**config.mk**
```make
export PLATFORM = sky130hd
export DESIGN_NAME = osr_autopull_engine_flat
export DESIGN_NICKNAME = d
export VERILOG_FILES = /design/src/rtl/osr_autopull_engine_if.sv /design/src/rtl/osr_autopull_engine.sv /design/src/flat_wrapper.sv
export SDC_FILE = /design/constraint.sdc
export NUM_CORES = 1
export LEC_CHECK = 0
export ABC_AREA = 1
export CORE_MARGIN = 5
export CORE_UTILIZATION = 30
export DETAILED_ROUTE_END_ITERATION = 16
export SYNTH_ARGS = -nofsm -noshare
export SYNTH_HDL_FRONTEND = slang
export SYNTH_SLANG_ARGS = --single-unit
```
**constraint.sdc**
```tcl
create_clock -name clk -period 5.3 [get_ports clk]
set_clock_uncertainty 0.15 [all_clocks]
set_input_delay 0.53 -clock clk [delete_from_list [all_inputs] [get_ports clk]]
set_output_delay 0.53 -clock clk [all_outputs]
set_load 0.01 [all_outputs]
```
**src/rtl/osr_autopull_engine_if.sv**
```systemverilog
// Handshake and instruction bundle between the PIO sequencer/TX FIFO (master)
// and the output shift register engine (slave).
interface osr_autopull_engine_if #(
  parameter int DATA_W = 32
);
  localparam int CW = $clog2(DATA_W);

  logic              cfg_shiftdir;
  logic              cfg_autopull;
  logic [CW-1:0]     cfg_pull_thresh;

  logic              mov_en;
  logic [DATA_W-1:0] mov_data;

  logic              pull_req;
  logic              pull_block;
  logic              pull_ifempty;
  logic [DATA_W-1:0] x_data;

  logic              out_en;
  logic [CW-1:0]     out_count;

  logic [DATA_W-1:0] fifo_data;
  logic              fifo_valid;
  logic              fifo_ready;

  logic              stall;
  logic [DATA_W-1:0] out_data;
  logic              out_valid;
  logic [CW:0]       osr_count;

  modport master (
    output cfg_shiftdir, cfg_autopull, cfg_pull_thresh,
    output mov_en, mov_data,
    output pull_req, pull_block, pull_ifempty, x_data,
    output out_en, out_count,
    output fifo_data, fifo_valid,
    input  fifo_ready, stall, out_data, out_valid, osr_count
  );

  modport slave (
    input  cfg_shiftdir, cfg_autopull, cfg_pull_thresh,
    input  mov_en, mov_data,
    input  pull_req, pull_block, pull_ifempty, x_data,
    input  out_en, out_count,
    input  fifo_data, fifo_valid,
    output fifo_ready, stall, out_data, out_valid, osr_count
  );
endinterface

```
**src/rtl/osr_autopull_engine.sv**
```systemverilog
// PIO output shift register with FIFO autopull, blocking/non-blocking PULL,
// PULL IfEmpty, sequencer stall and registered OUT data.
module osr_autopull_engine #(
  parameter int DATA_W = 32
) (
  input  logic                 clk,
  input  logic                 rst,
  osr_autopull_engine_if.slave bus
);
  localparam int CW    = $clog2(DATA_W);
  localparam int CNT_W = CW + 1;
  localparam logic [CNT_W-1:0] FULL_CNT = CNT_W'(DATA_W);

  logic [DATA_W-1:0] osr;
  logic [CNT_W-1:0]  cnt;
  logic [DATA_W-1:0] out_data_q;
  logic              out_valid_q;

  // Effective threshold and shift count: a zero field encodes a full word.
  logic [CNT_W-1:0] t_eff;
  logic [CNT_W-1:0] n_eff;
  logic             over_thresh;

  assign t_eff       = (bus.cfg_pull_thresh == '0) ? FULL_CNT : {1'b0, bus.cfg_pull_thresh};
  assign n_eff       = (bus.out_count == '0)       ? FULL_CNT : {1'b0, bus.out_count};
  assign over_thresh = (cnt >= t_eff);

  // Request decode, mov_en > pull_req > out_en.
  logic do_pull;
  logic do_out;
  logic pull_skip;
  logic pull_fifo;
  logic pull_stall;
  logic pull_x;
  logic refill_bg;
  logic out_stall;
  logic out_go;

  assign do_pull    = !bus.mov_en && bus.pull_req;
  assign do_out     = !bus.mov_en && !bus.pull_req && bus.out_en;
  assign pull_skip  = bus.pull_ifempty && !over_thresh;
  assign pull_fifo  = do_pull && !pull_skip && bus.fifo_valid;
  assign pull_stall = do_pull && !pull_skip && !bus.fifo_valid && bus.pull_block;
  assign pull_x     = do_pull && !pull_skip && !bus.fifo_valid && !bus.pull_block;
  assign refill_bg  = !bus.mov_en && !bus.pull_req && bus.cfg_autopull
                      && over_thresh && bus.fifo_valid;
  assign out_stall  = do_out && bus.cfg_autopull && over_thresh;
  assign out_go     = do_out && !out_stall;

  assign bus.fifo_ready = !rst && (pull_fifo || refill_bg);
  assign bus.stall      = !rst && (pull_stall || out_stall);

  // Shift datapath; shifting by DATA_W yields zero, so N = DATA_W needs no special case.
  logic [DATA_W-1:0] shift_out;
  logic [DATA_W-1:0] osr_shifted;
  logic [CNT_W:0]    cnt_sum;
  logic [CNT_W-1:0]  cnt_sat;

  always_comb begin
    // NOTE: every always_comb output gets a default first so no path can infer a latch.
    shift_out   = '0;
    osr_shifted = '0;
    if (bus.cfg_shiftdir) begin
      shift_out   = osr & ~({DATA_W{1'b1}} << n_eff);
      osr_shifted = osr >> n_eff;
    end else begin
      shift_out   = osr >> (FULL_CNT - n_eff);
      osr_shifted = osr << n_eff;
    end
    cnt_sum = {1'b0, cnt} + {1'b0, n_eff};
    cnt_sat = (cnt_sum > {1'b0, FULL_CNT}) ? FULL_CNT : cnt_sum[CNT_W-1:0];
  end

  always_ff @(posedge clk or posedge rst) begin
    // NOTE: sequential state uses non-blocking assignments only, so every register
    // samples pre-edge values regardless of statement order.
    if (rst) begin
      osr         <= '0;
      cnt         <= FULL_CNT;
      out_data_q  <= '0;
      out_valid_q <= 1'b0;
    end else begin
      out_valid_q <= out_go;
      if (bus.mov_en) begin
        osr <= bus.mov_data;
        cnt <= '0;
      end else if (pull_fifo || refill_bg) begin
        osr <= bus.fifo_data;
        cnt <= '0;
      end else if (pull_x) begin
        osr <= bus.x_data;
        cnt <= '0;
      end else if (out_go) begin
        osr        <= osr_shifted;
        cnt        <= cnt_sat;
        out_data_q <= shift_out;
      end
    end
  end

  assign bus.out_data  = out_data_q;
  assign bus.out_valid = out_valid_q;
  assign bus.osr_count = cnt;
endmodule

```
**src/flat_wrapper.sv**
```systemverilog
// flat-port wrapper written by rule: the top's interface ports become plain ports
module osr_autopull_engine_flat 
#(
  parameter int DATA_W = 32
)
  (clk, rst, bus_cfg_shiftdir, bus_cfg_autopull, bus_cfg_pull_thresh, bus_mov_en, bus_mov_data, bus_pull_req, bus_pull_block, bus_pull_ifempty, bus_x_data, bus_out_en, bus_out_count, bus_fifo_data, bus_fifo_valid, bus_fifo_ready, bus_stall, bus_out_data, bus_out_valid, bus_osr_count);
  osr_autopull_engine_if #(.DATA_W(DATA_W)) bus_i ();
  input  logic clk;
  input  logic rst;
  input wire logic [$bits(bus_i.cfg_shiftdir)-1:0] bus_cfg_shiftdir;
  input wire logic [$bits(bus_i.cfg_autopull)-1:0] bus_cfg_autopull;
  input wire logic [$bits(bus_i.cfg_pull_thresh)-1:0] bus_cfg_pull_thresh;
  input wire logic [$bits(bus_i.mov_en)-1:0] bus_mov_en;
  input wire logic [$bits(bus_i.mov_data)-1:0] bus_mov_data;
  input wire logic [$bits(bus_i.pull_req)-1:0] bus_pull_req;
  input wire logic [$bits(bus_i.pull_block)-1:0] bus_pull_block;
  input wire logic [$bits(bus_i.pull_ifempty)-1:0] bus_pull_ifempty;
  input wire logic [$bits(bus_i.x_data)-1:0] bus_x_data;
  input wire logic [$bits(bus_i.out_en)-1:0] bus_out_en;
  input wire logic [$bits(bus_i.out_count)-1:0] bus_out_count;
  input wire logic [$bits(bus_i.fifo_data)-1:0] bus_fifo_data;
  input wire logic [$bits(bus_i.fifo_valid)-1:0] bus_fifo_valid;
  output wire logic [$bits(bus_i.fifo_ready)-1:0] bus_fifo_ready;
  output wire logic [$bits(bus_i.stall)-1:0] bus_stall;
  output wire logic [$bits(bus_i.out_data)-1:0] bus_out_data;
  output wire logic [$bits(bus_i.out_valid)-1:0] bus_out_valid;
  output wire logic [$bits(bus_i.osr_count)-1:0] bus_osr_count;
  assign bus_i.cfg_shiftdir = bus_cfg_shiftdir;
  assign bus_i.cfg_autopull = bus_cfg_autopull;
  assign bus_i.cfg_pull_thresh = bus_cfg_pull_thresh;
  assign bus_i.mov_en = bus_mov_en;
  assign bus_i.mov_data = bus_mov_data;
  assign bus_i.pull_req = bus_pull_req;
  assign bus_i.pull_block = bus_pull_block;
  assign bus_i.pull_ifempty = bus_pull_ifempty;
  assign bus_i.x_data = bus_x_data;
  assign bus_i.out_en = bus_out_en;
  assign bus_i.out_count = bus_out_count;
  assign bus_i.fifo_data = bus_fifo_data;
  assign bus_i.fifo_valid = bus_fifo_valid;
  assign bus_fifo_ready = bus_i.fifo_ready;
  assign bus_stall = bus_i.stall;
  assign bus_out_data = bus_i.out_data;
  assign bus_out_valid = bus_i.out_valid;
  assign bus_osr_count = bus_i.osr_count;
  osr_autopull_engine #(.DATA_W(DATA_W)) u_core (.clk(clk), .rst(rst), .bus(bus_i));
endmodule
```
==> flow_metrics.py <==
metrics = {
    "floorplanning": {
        "fp.dieW_microns": 185,
        "ios": 157,
        "dieArea_sq_um": 34100,
        "num_rows": 64,
        "core_area_sq_um": 30300,
        "initial_core_util_pct": 30.2,
        "die_height_microns": 185,
    },
    "sta": {
        "tns_ps": 0,
        "setup_viol": 0,
        "finalHoldViolations": 0,
        "min_period_ps": 3850,
        "relSlewSlack_pct": 36.0,
        "post-route-period-util_pct": 72.6,
        "worst_slew_pin_slew_ps": 956,
        "fmax_mhz": 260,
        "fin_hold_ws_ps": 336,
        "rsz0062_at_grt": "no",
        "drv_slew": 0,
    },
    "setup_path": {
        "crit_arrival_ps": 3170,
        "cp-end-kind": "output pin",
        "crit_type": "in2out",
        "start_kind": "input pin",
        "worst-path-max-fanout": 12,
        "regToRegStartpoint": "u_core.bus.osr_count[0]$_DFFE_PP0P_",
        "worstPathRequired_ps": 4620,
        "startpoint": "bus_cfg_pull_thresh[2]",
    },
    "finish": {
        "fin_cells": 2176,
        "final_common_cell": "nand2_1",
        "syn_to_final_growth_pct": 22.1,
        "layout-drive-gt1-share_pct": 4.49,
        "antenna_cells": 0,
        "mostFrequentLayoutCells": "nand2_1 (606), nand3_1 (367), nor2_1 (161)",
        "nNetsFinal": 1908,
    },
    "yosys": {
        "synth_area_sq_um": 9160,
        "yosysTopAreaCell": "nand2_1",
        "ys_ff_latch": 71,
        "synthCells": 1691,
        "syn_area_per_cell_sq_um": 5.42,
        "syn-num-nets": 1824,
        "seq_area_frac_synth_pct": 19.4,
        "synth_area_leaders": "nand2_1 (25%), nand3_1 (20%), dfrtp_1 (19%)",
        "ys.flop_type": "dfrtp_1",
        "synth-edff-count": 0,
        "synth_warnings": 0,
        "ys_types": 45,
        "ys_async_sr_fraction_pct": 100,
        "yosysTopAreaCellShare_pct": 24.8,
    },
    "power_and_ir_drop": {
        "p_per_area_nw_per_um2": 251,
        "clockPowerShare_pct": 22.9,
        "max-vdd-ir-drop_v": 0.000188,
        "p_seq_share_pct": 27.7,
        "p_leak_nw": 5.41,
        "power.switching_mw": 1.31,
        "total_power_mw": 2.81,
        "intPower_mw": 1.50,
        "power_frac_comb_pct": 49.4,
        "switching_share_pct": 46.7,
    },
    "clock_network": {
        "cts-htree-levels": 3,
        "cts-root-buf": "clkbuf_16",
        "cts.repair.resized": 0,
        "clockBufferDepth": 2,
        "clkLatencyLatePin_ps": 340,
        "cts_buffers": 9,
        "post-cts-setup-buffers": 0,
        "hold_buffers": 0,
        "clk_pin_slew_ps": 70,
        "cts_tree": "yes",
        "cts.sinks": 71,
    },
    "drt": {
        "wl_microns": 47200,
        "route.detailed.drc": 0,
        "drt_iter0_drc": 1541,
        "detailedRoute.firstPassIterationCount": 7,
        "wl_per_cell_microns": 21.7,
        "vias": 12161,
        "vias_per_cell": 5.59,
        "ant_nets": 0,
    },
    "global_route": {
        "track_usage_pct": 26.9,
        "grt_max_degree": 56,
        "antenna_found_initial": 0,
        "first_global_vias": 11526,
        "grt_pass1_wl_microns": 70800,
        "grt-ovfl-total": 0,
    },
    "placement": {
        "hpwl_microns": 37200,
        "place_congestion": 0.999,
        "port_buffers": 156,
        "place_inst": 2160,
    },
    "run_status": {
        "status": "complete, no violations",
    },
    "min_path": {
        "worstHoldPathType": "reg2reg",
        "worstHoldStart": "u_core.bus.out_data[26]$_DFFE_PP0P_",
    },
    "flow_run": {
        "maxCapViolCount": 0,
    },
}
## cell families (layout without fill, tap and decap cells)
| logic type | after synthesis | after routing | share of synthesized area [%] |
|---|---|---|---|
| simple gates | 1195 | 1195 | 56.0 |
| buf+inv | 210 | 299 | 9.59 |
| compound gates | 191 | 191 | 11.8 |
| flops | 71 | 71 | 19.4 |
| fa+ha+maj | 17 | 17 | 2.40 |
| xor+xnor | 5 | 5 | 0.560 |
| mux | 2 | 2 | 0.219 |
## sequential cells by signal (all words and copies together) (netlist names)
| signal | flops |
|---|---|
| u_core.bus.out_data | 32 |
| u_core.bus.osr_count | 6 |
| u_core.osr | 32 |
| u_core.bus.out_valid | 1 |
## metal layers
| layer | track usage, % | part of all wire, % | wire length (microns) | vias to the layer above |
|---|---|---|---|---|
| met5 | 0 | 0 | 0 | - |
| met4 | 11.9 | 5.1 | 2420 | 0 |
| met3 | 5.29 | 10 | 4900 | 126 |
| met2 | 41.7 | 44 | 20600 | 750 |
| met1 | 36.3 | 41 | 19300 | 5539 |
| li1 | - | - | - | 5746 |
## Yosys cell counts, types with 4 or more instances
master and n:
clkbuf_1 40, a31oi_1 10, o21ai_0 53, inv_1 91, a22oi_1 9, buf_1 19, inv_2 11, or2_1 4
dfrtp_1 70, or2_0 4, nand2_1 606, o211ai_1 16, nand4_1 18, nor2_2 5, buf_2 37, o21ai_1 36
buf_4 5, nand3_1 367, a21oi_1 53, ha_1 16, a41oi_1 8, or2_2 11, and2_1 5, nor2_1 161
## power groups by stage
stage / clock network [mW] / registers [mW] / logic [mW]
floorplan: 0 / 0.739 / 0.801
global placement: 0 / 0.782 / 1.36
detailed placement: 0 / 0.782 / 1.36
CTS: 0.649 / 0.772 / 1.36
global route: 0.665 / 0.782 / 1.51
finish: 0.642 / 0.780 / 1.39
## worst paths after layout
path                                                             to  cells past startpoint  slack, ps
worst max-delay path                                 bus_fifo_ready                     13       1450
worst min-delay path            u_core.bus.out_data[26]$_DFFE_PP0P_                      2        340
worst max register to register            u_core.osr[5]$_DFFE_PP0P_                     17       2100
worst min register to register  u_core.bus.out_data[26]$_DFFE_PP0P_                      2        340
max in group asynchronous        u_core.bus.out_data[1]$_DFFE_PP0P_                      3       3480
min in group asynchronous                 u_core.osr[8]$_DFFE_PP0P_                      2        540
## metrics by stage
| stage | setup slack [ps] | instance area [sq um] | util (%) |
|---|---|---|---|
| after floorplan | 2500 | 9160 | - |
| after global placement | 1470 | 10900 | 35.8 |
| after detailed placement | 1350 | 10900 | 35.8 |
| after CTS | 1430 | 11200 | 36.9 |
| after global routing | 1200 | 11200 | 36.9 |
| final | 1450 | 11200 | 36.9 |
## worst max-delay path: stages
cell and delay [ps]:
clkdlybuf4s50_1 420, nor3_1 190, nand3_1 90, ha_1 300
nand2_1 80, nor2_1 100, nand2_1 80, nand2_1 110
nand3_1 110, nand2_2 160, inv_1 250, nor2_1 180
clkdlybuf4s50_1 560
## final cells by class
cell class | instances | area [sq um]
inverter | 106 | 400
clock buffer | 9 | 225
sequential | 71 | 1780
clock inverter | 7 | 80.1
multi-input combinational | 1410 | 6500
tap | 396 | 495
timing repair buffer | 177 | 1700
fill | 3382 | 19200
Note: power is estimated with default switching activity, not from simulation.
